**src/rtl/pid_pwm_driver_if.sv**
```systemverilog
// Duty-value handshake between pid_controller (master) and pid_pwm_driver (slave).
interface pid_pwm_driver_if;
  logic       ctrl_valid;
  logic [7:0] ctrl_in;
  logic       ctrl_ready;

  modport master (output ctrl_valid, output ctrl_in, input ctrl_ready);
  modport slave  (input ctrl_valid, input ctrl_in, output ctrl_ready);
endinterface

```
**src/rtl/pid_pwm_driver.sv**
```systemverilog
// PID output stage: shadowed 8-bit duty applied at PWM period boundaries, 256-tick period.
// Optional macro PWM_SLEW_EN limits the duty change per boundary to SLEW_STEP.
module pid_pwm_driver #(
  parameter int PRESCALE  = 4,
  parameter int SLEW_STEP = 8
) (
  input  logic                   clk,
  input  logic                   rst_n,
  input  logic                   enable,
  pid_pwm_driver_if.slave        ctrl,
  output logic                   pwm_out,
  output logic                   period_start,
  output logic [7:0]             duty_active
);

  typedef enum logic [0:0] {IDLE = 1'b0, RUN = 1'b1} state_t;

  localparam int              PW        = (PRESCALE > 1) ? $clog2(PRESCALE) : 1;
  localparam logic [PW-1:0]   PRESC_MAX = PW'(PRESCALE - 1);

  generate
    if (PRESCALE < 1 || SLEW_STEP < 1 || SLEW_STEP > 255) begin : g_param_check
      $error("pid_pwm_driver: PRESCALE must be >=1 and SLEW_STEP 1..255");
    end
  endgenerate

  state_t          state_r;
  logic [PW-1:0]   presc_r;
  logic [7:0]      cnt_r;
  logic [7:0]      duty_shadow_r;
  logic [7:0]      duty_active_r;
  logic            pending_r;
  logic            pwm_out_r;
  logic            period_start_r;

  logic            tick_s;
  logic            wrap_s;
  logic            entry_s;
  logic            boundary_s;
  logic            accept_s;
  logic            run_hold_s;
  logic [7:0]      duty_next_s;

`ifdef PWM_SLEW_EN
  localparam logic [7:0] SLEW_C = 8'(SLEW_STEP);
  logic [7:0]      diff_s;
`endif

  // Tick/boundary decode and the duty value a boundary would apply.
  always_comb begin
    run_hold_s  = (state_r == RUN) && enable;
    tick_s      = (state_r == RUN) && (presc_r == PRESC_MAX);
    wrap_s      = run_hold_s && tick_s && (cnt_r == 8'd255);
    entry_s     = (state_r == IDLE) && enable;
    boundary_s  = wrap_s || entry_s;
    accept_s    = ctrl.ctrl_valid && !pending_r;
`ifdef PWM_SLEW_EN
    diff_s      = 8'd0;
    duty_next_s = duty_active_r;
    if (duty_shadow_r > duty_active_r) begin
      diff_s = duty_shadow_r - duty_active_r;
      if (diff_s > SLEW_C) begin
        duty_next_s = duty_active_r + SLEW_C;
      end else begin
        duty_next_s = duty_shadow_r;
      end
    end else if (duty_shadow_r < duty_active_r) begin
      diff_s = duty_active_r - duty_shadow_r;
      if (diff_s > SLEW_C) begin
        duty_next_s = duty_active_r - SLEW_C;
      end else begin
        duty_next_s = duty_shadow_r;
      end
    end else begin
      duty_next_s = duty_shadow_r;
    end
`else
    duty_next_s = duty_shadow_r;
`endif
  end

  // FSM, prescaler/counter, handshake state and registered outputs.
  always_ff @(posedge clk or negedge rst_n) begin
    if (!rst_n) begin
      state_r        <= IDLE;
      presc_r        <= '0;
      cnt_r          <= 8'd0;
      duty_shadow_r  <= 8'd0;
      duty_active_r  <= 8'd0;
      pending_r      <= 1'b0;
      pwm_out_r      <= 1'b0;
      period_start_r <= 1'b0;
    end else begin
      state_r <= enable ? RUN : IDLE;

      // Dropping enable abandons the period: counters restart from 0 on re-entry.
      if (run_hold_s) begin
        if (tick_s) begin
          presc_r <= '0;
          cnt_r   <= cnt_r + 8'd1;
        end else begin
          presc_r <= presc_r + PW'(1);
        end
      end else begin
        presc_r <= '0;
        cnt_r   <= 8'd0;
      end

      pwm_out_r      <= run_hold_s && (cnt_r < duty_active_r);
      period_start_r <= boundary_s;

      if (accept_s) begin
        duty_shadow_r <= ctrl.ctrl_in;
      end

      if (boundary_s && pending_r) begin
        duty_active_r <= duty_next_s;
      end

      // Accept only happens while not pending, so the two branches never collide.
      if (accept_s) begin
        pending_r <= 1'b1;
      end else if (boundary_s && pending_r && (duty_next_s == duty_shadow_r)) begin
        pending_r <= 1'b0;
      end
    end
  end

  assign ctrl.ctrl_ready = !pending_r;
  assign pwm_out         = pwm_out_r;
  assign period_start    = period_start_r;
  assign duty_active     = duty_active_r;

endmodule

```
**src/flat_wrapper.sv**
```systemverilog
// flat-port wrapper written by rule: the top's interface ports become plain ports
module pid_pwm_driver_flat 
#(
  parameter int PRESCALE  = 4,
  parameter int SLEW_STEP = 8
)
  (clk, rst_n, enable, pwm_out, period_start, duty_active, ctrl_ctrl_valid, ctrl_ctrl_in, ctrl_ctrl_ready);
  pid_pwm_driver_if ctrl_i ();
  input  logic clk;
  input  logic rst_n;
  input  logic enable;
  output logic pwm_out;
  output logic period_start;
  output logic [7:0] duty_active;
  input wire logic [$bits(ctrl_i.ctrl_valid)-1:0] ctrl_ctrl_valid;
  input wire logic [$bits(ctrl_i.ctrl_in)-1:0] ctrl_ctrl_in;
  output wire logic [$bits(ctrl_i.ctrl_ready)-1:0] ctrl_ctrl_ready;
  assign ctrl_i.ctrl_valid = ctrl_ctrl_valid;
  assign ctrl_i.ctrl_in = ctrl_ctrl_in;
  assign ctrl_ctrl_ready = ctrl_i.ctrl_ready;
  pid_pwm_driver #(.PRESCALE(PRESCALE), .SLEW_STEP(SLEW_STEP)) u_core (.clk(clk), .rst_n(rst_n), .enable(enable), .ctrl(ctrl_i), .pwm_out(pwm_out), .period_start(period_start), .duty_active(duty_active));
endmodule
```
**config.mk**
```make
export PLATFORM = sky130hd
export DESIGN_NAME = pid_pwm_driver_flat
export DESIGN_NICKNAME = d
export VERILOG_FILES = /design/src/rtl/pid_pwm_driver_if.sv /design/src/rtl/pid_pwm_driver.sv /design/src/flat_wrapper.sv
export SDC_FILE = /design/constraint.sdc
export NUM_CORES = 1
export LEC_CHECK = 0
export ABC_CLOCK_PERIOD_IN_PS = 2100
export CAP_MARGIN = 40
export CORE_UTILIZATION = 38
export CTS_CLUSTER_DIAMETER = 120
export DETAILED_ROUTE_END_ITERATION = 6
export DONT_BUFFER_PORTS = 1
export RECOVER_POWER = 100
export SLEW_MARGIN = 40
export SYNTH_ARGS = -nofsm -noshare
export SYNTH_HDL_FRONTEND = slang
export SYNTH_SLANG_ARGS = --single-unit
export TNS_END_PERCENT = 50
```
**constraint.sdc**
```tcl
create_clock -name clk -period 2.1 [get_ports clk]
set_input_delay 0.42 -clock clk [delete_from_list [all_inputs] [get_ports clk]]
set_output_delay 0.42 -clock clk [all_outputs]
set_load 0.05 [all_outputs]
```
==> flow_summary.ini, run 1 <==
[grt]
met3_usage = 0.08903
grt_pass1_wl_um = 4243
grt_max_degree = 31
met1_usage = 0.1673
track_usage = 0.1637
grt_antenna_before_repair = 0
grt.overflow.total = 0
grt_pass1_vias = 995
met2_usage = 0.2750
busiest_layer = met2

[floorplan]
die_area_um2 = 3829
num_rows = 21
start_util = 0.4020
die_h_um = 61.88
die_w_um = 61.88
io_pins = 23
core-area_um2 = 3390

[cells_and_area]
finish.utilization = 0.4537
nNetsFinal = 150
syn_to_final_growth_pct = 12.86
drive_gt1_frac = 0.2093
n_antenna_cell = 0

[timing]
post-route-period-util = 0.9398
min_period_ps = 1973
max_freq_mhz = 506.7
setup_violations = 0
max_slew.worst_pin.slew_ps = 1297
postLayoutSetupSlackWorst_ps = 126.5
rsz0062_at_grt = true
fin_skew_ps = 4.146
max_slew_margin = 0.1350
final_hold_viol_count = 0
drv_slew = 0

[yosys]
yosysTopAreaCell = dfrtp_1
syn_inst = 110
async_reset_ff_frac = 1.000
synthMostInstantiatedCell = dfrtp_1
yosysSeqAreaShare = 0.5510
synth_top_cell_area_share = 0.5510
ys_types = 28
syn-num-nets = 131
ys_ff_latch = 30
yosys-top-cells-count = 30 x dfrtp_1, 16 x mux2_2, 9 x ha_1, 9 x inv_1, 7 x nor2_1
ys.flop_type = dfrtp_1
ys_warn_count = 0
avgSynthCellArea_um2 = 12.39
synth_area_um2 = 1363
synth_edf_count = 0
synth_area_leaders = dfrtp_1 55%, mux2_2 13%, ha_1 8.3%

[placed_design]
dpl_worst_slack_ps = 89.35
portBuffers = 0
gp_congestion = 0.7383
dpl.hpwl_um = 1768

[worst_setup_path]
cp_max_fo = 8
r2r-start = u_core.cnt_r[4]
startpoint = u_core.cnt_r[4]
r2r_setup_slack_ps = 130
crit_path_start_kind = flip-flop
critPathKind = flip-flop to flip-flop
cp.required_ps = 2320
arrival_ps = 2190
r2r_end = u_core.duty_active[0]
cp-end-kind = flip-flop
rr_worst_depth = 4

[route]
num_vias = 885
detail_route.first_pass.iterations = 3
drt_first_iter_violations = 20
wl_per_cell_um = 13.48
drc = 0
via_per_inst = 5.057
drtAntennaViolNets = 0
routed_wl_um = 2359

[cts]
cts_root_buf = clkbuf_4
post_cts_buffers = 0
cts_sinks = 30
cts.clk_slew.worst_paths_ps = 80
cts_tree = done
cts_buffer_depth = 2
cts_inserted_buffers = 5
clk_latency_ps = 330
htreeDepth = 2

[pwr]
power_leakage_nw = 0.7021
power_density_nw_per_um2 = 1159
ir_worst_vdd_mv = 0.5924

[worst_hold_path]
hold_class = input port to flip-flop
min_to = u_core.state_r
min_from = enable
min_path_cells = 0

[flow_run]
drv_cap = 0

[run_status]
status = complete, no violations
-- kinds of logic after synthesis --
group | count (synthesis) | synth area share
mux | 17 | 0.1396
fa+ha+maj | 9 | 0.08265
flops | 30 | 0.5510
xor+xnor | 5 | 0.03215
simple gates | 26 | 0.09918
compound gates | 12 | 0.06428
buf+inv | 11 | 0.03121
-- registers in the layout, indices dropped and copies added (netlist names) --
register,cells
u_core.state_r,1
u_core.presc_r,2
u_core.period_start,1
u_core.duty_next_s,8
u_core.pending_r,1
u_core.pwm_out,1
u_core.cnt_r,8
u_core.duty_active,8
-- cell type report --
cell class | count | area [µm²]
multi-input combinational | 69 | 571.8
timing repair buffer | 14 | 78.83
sequential | 30 | 750.7
inverter | 9 | 33.78
fill | 322 | 1852
clock buffer | 7 | 45.04
tap | 46 | 57.56
-- worst max-delay path, stage by stage (launching register included) --
cell,delay (ps)
dfrtp_1,440
nand4_1,180
or4_4,570
a21oi_4,290
mux2_2,370
-- through the flow --
| stage | cells | hold slack, ps | power (mW) | TNS, ps | instance area (µm²) |
|---|---|---|---|---|---|
| floorplan | 110 | 124.4 | 1.358 | 0 | 1363 |
| global placement | 166 | 125.0 | 1.528 | 0 | 1501 |
| detailed placement | 166 | 125.1 | 1.548 | 0 | 1501 |
| CTS | 175 | 96.03 | 1.886 | 0 | 1577 |
| global route | 175 | 83.08 | 1.908 | -1.068 | 1538 |
| finish | 175 | 114.4 | 1.782 | 0 | 1538 |
-- where the power goes --
group | internal, mW | switching (mW) | total [mW]
Clock | 0.126 | 0.182 | 0.308
Combinational | 0.194 | 0.443 | 0.637
Sequential | 0.721 | 0.116 | 0.837
-- placed cells by master, fill, tap and decap left out, drive strengths merged, types with 3 or more instances in the layout --
cell type   n
o21ai       3
nand2       5
a21oi       4
ha          9
nand4       3
clkbuf     16
dfrtp      30
mux2       16
buf         3
inv         9
nor2        7
xor2        3
-- worst max path at each step --
| stage | endpoint | cells past startpoint |
|---|---|---|
| 2_1_floorplan | u_core.duty_active[0] | 6 |
| 3_3_place_gp | u_core.duty_active[1] | 5 |
| 3_5_place_dp | u_core.duty_active[0] | 5 |
| 4_1_cts | u_core.duty_active[2] | 5 |
| 5_1_grt | u_core.duty_active[2] | 5 |
| 6_report | u_core.duty_active[0] | 4 |
-- per-layer routing --
metal | share of wire | routed length, µm | vias to the layer above
met5 | 0 | 0 | -
met1 | 0.40 | 935 | 432
met2 | 0.50 | 1183 | 23
met3 | 0.079 | 187 | 6
met4 | 0.022 | 52 | 0
li1 | - | - | 424
-- repair_timing --
action | 4_1_cts | 5_1_grt
endpoints found under the hold margin | 30 | 0
endpoints found under the setup margin | 0 | 8
gates resized for setup | 0 | 1
hold buffers | 2 | 0
Power figures use the tool's default switching activity.
==> inputs of run 2 (changes only) <==
--- a/config.mk
+++ b/config.mk
@@ -7,12 +7,15 @@
 export LEC_CHECK = 0
 export ABC_CLOCK_PERIOD_IN_PS = 2100
 export CAP_MARGIN = 40
-export CORE_UTILIZATION = 38
-export CTS_CLUSTER_DIAMETER = 120
+export CELL_PAD_IN_SITES_DETAIL_PLACEMENT = 2
+export CELL_PAD_IN_SITES_GLOBAL_PLACEMENT = 2
+export CORE_UTILIZATION = 37
+export CTS_CLUSTER_DIAMETER = 150
 export DETAILED_ROUTE_END_ITERATION = 6
 export DONT_BUFFER_PORTS = 1
+export PLACE_DENSITY_LB_ADDON = 0.1
 export RECOVER_POWER = 100
-export SLEW_MARGIN = 40
+export SLEW_MARGIN = 20
 export SYNTH_ARGS = -nofsm -noshare
 export SYNTH_HDL_FRONTEND = slang
 export SYNTH_SLANG_ARGS = --single-unit
==> flow_summary.ini, run 2 (synthesis results as in run 1) <==
[route]
drt_first_iter_violations = 47
wl_per_cell_um = 16.41
drc = 0
num_vias = 919
routed_wl_um = 2904
via_per_inst = 5.192
drtAntennaViolNets = 0
detail_route.first_pass.iterations = 2

[worst_hold_path]
hold_class = input port to flip-flop
min_path_cells = 0
min_from = enable
min_to = u_core.state_r

[timing]
postLayoutSetupSlackWorst_ps = 138.1
fin_skew_ps = 5.212
min_period_ps = 1962
max_freq_mhz = 509.7
fin_tns_setup_ps = 0
final_hold_viol_count = 0
rsz0062_at_grt = false
setup_violations = 0
max_slew.worst_pin.slew_ps = 759.9
max_slew_margin = 0.4934
drv_slew = 0
post-route-period-util = 0.9342

[worst_setup_path]
cp.required_ps = 2260
arrival_ps = 2120
cp_max_fo = 8
cp_slowest_stage_delay_ps = 520
r2r_setup_slack_ps = 140
critPathKind = flip-flop to flip-flop
crit_chain = ha_1, nand3_1, or4_4, a21oi_4, buf_12, mux2_2
r2r_end = u_core.duty_active[1]
cp-end-kind = flip-flop
cp_top_family = simple AND/OR/NAND/NOR gates
slowest_stage = or4_4
r2r-start = u_core.cnt_r[0]
critical_path_buf_inv_count = 1
crit_path_start_kind = flip-flop
rr_worst_depth = 6

[pwr]
total_power_mw = 1.951
ir_worst_vdd_mv = 0.6183
power_leakage_nw = 0.7292
power_density_nw_per_um2 = 1222

[cells_and_area]
syn_to_final_growth_pct = 17.17
final_common_cell = dfrtp_1
final_cell_mix = 30 x dfrtp_1, 16 x mux2_2, 10 x clkbuf_1, 9 x inv_1, 9 x ha_1
n_antenna_cell = 0
drive_gt1_frac = 0.2290
nNetsFinal = 153
finalInstanceArea_um2 = 1597

[floorplan]
start_util = 0.3959
die_area_um2 = 3929
num_rows = 21
die_h_um = 62.69
io_pins = 23
die_w_um = 62.69
core-area_um2 = 3442

[grt]
track_usage = 0.1715
grt_antenna_before_repair = 0
grt.overflow.total = 0
grt_pass1_vias = 1035
grt_pass1_wl_um = 4974
grt_max_degree = 31

[run_status]
status = complete, no violations

[placed_design]
portBuffers = 0
dpl.hpwl_um = 2073
gp_congestion = 0.7017
dpl_worst_slack_ps = 62.39
dpl_cell_area_um2 = 1516

[cts]
cts_tree = done
cts_root_buf = clkbuf_8
cts_sinks = 30
cts_buffer_depth = 2
htreeDepth = 2
cts_inserted_buffers = 5
clk_latency_ps = 280
cts.clk_slew.worst_paths_ps = 60

[flow_run]
drv_cap = 0
## run 2: cell count changes in the layout (fill, tap and decap cells not counted), sizes merged
cell	before	now
buf	3	5
clkbuf	16	17
dlymetal6s4s	1	0
## run 2: worst max path at each step
stage | end | cells past startpoint | from | slack (ps)
4_1_cts | u_core.duty_active[0] | 5 | u_core.cnt_r[1] | 30
2_1_floorplan | u_core.duty_active[0] | 6 | u_core.presc_r[0] | 140
3_5_place_dp | u_core.duty_active[0] | 5 | u_core.cnt_r[1] | 60
6_report | u_core.duty_active[1] | 6 | u_core.cnt_r[0] | 140
5_1_grt | u_core.duty_active[1] | 6 | u_core.cnt_r[1] | 10
3_3_place_gp | u_core.duty_active[1] | 5 | u_core.cnt_r[0] | 110
## run 2: area by class of cell
cell class | count | area, µm²
Multi-Input combinational cell | 69 | 569.3
Fill cell | 387 | 1846
Sequential cell | 30 | 750.7
Tap cell | 46 | 57.56
Timing Repair Buffer | 17 | 102.6
Clock buffer | 6 | 82.58
Inverter | 9 | 33.78
## run 2: metrics by stage
stage                     cells  hold WS (ps)    util
after detailed placement    168         125.0  0.4406
final                       177         170.9  0.4638
after global routing        177         151.9  0.4638
after global placement      168         125.0  0.4406
after CTS                   176         157.1  0.4733
after floorplan             110         124.4       -
## run 2: power breakdown
group	internal (mW)	switching, mW
clock	0.252	0.202
combinational	0.202	0.452
sequential	0.723	0.119
## run 2: what timing repair did
action | in CTS | in global routing
endpoints found under the setup margin | 0 | 8
hold buffers | 2 | 0
setup buffers | 0 | 1
resized for setup | 0 | 0
hold endpoints to repair | 30 | 0
## run 2: metal layers
layer,track usage,vias up,part of all wire
met4,0.1047,0,0.024
met2,0.2663,23,0.50
li1,-,422,-
met1,0.2081,466,0.42
met3,0.05109,8,0.049
met5,0,-,0
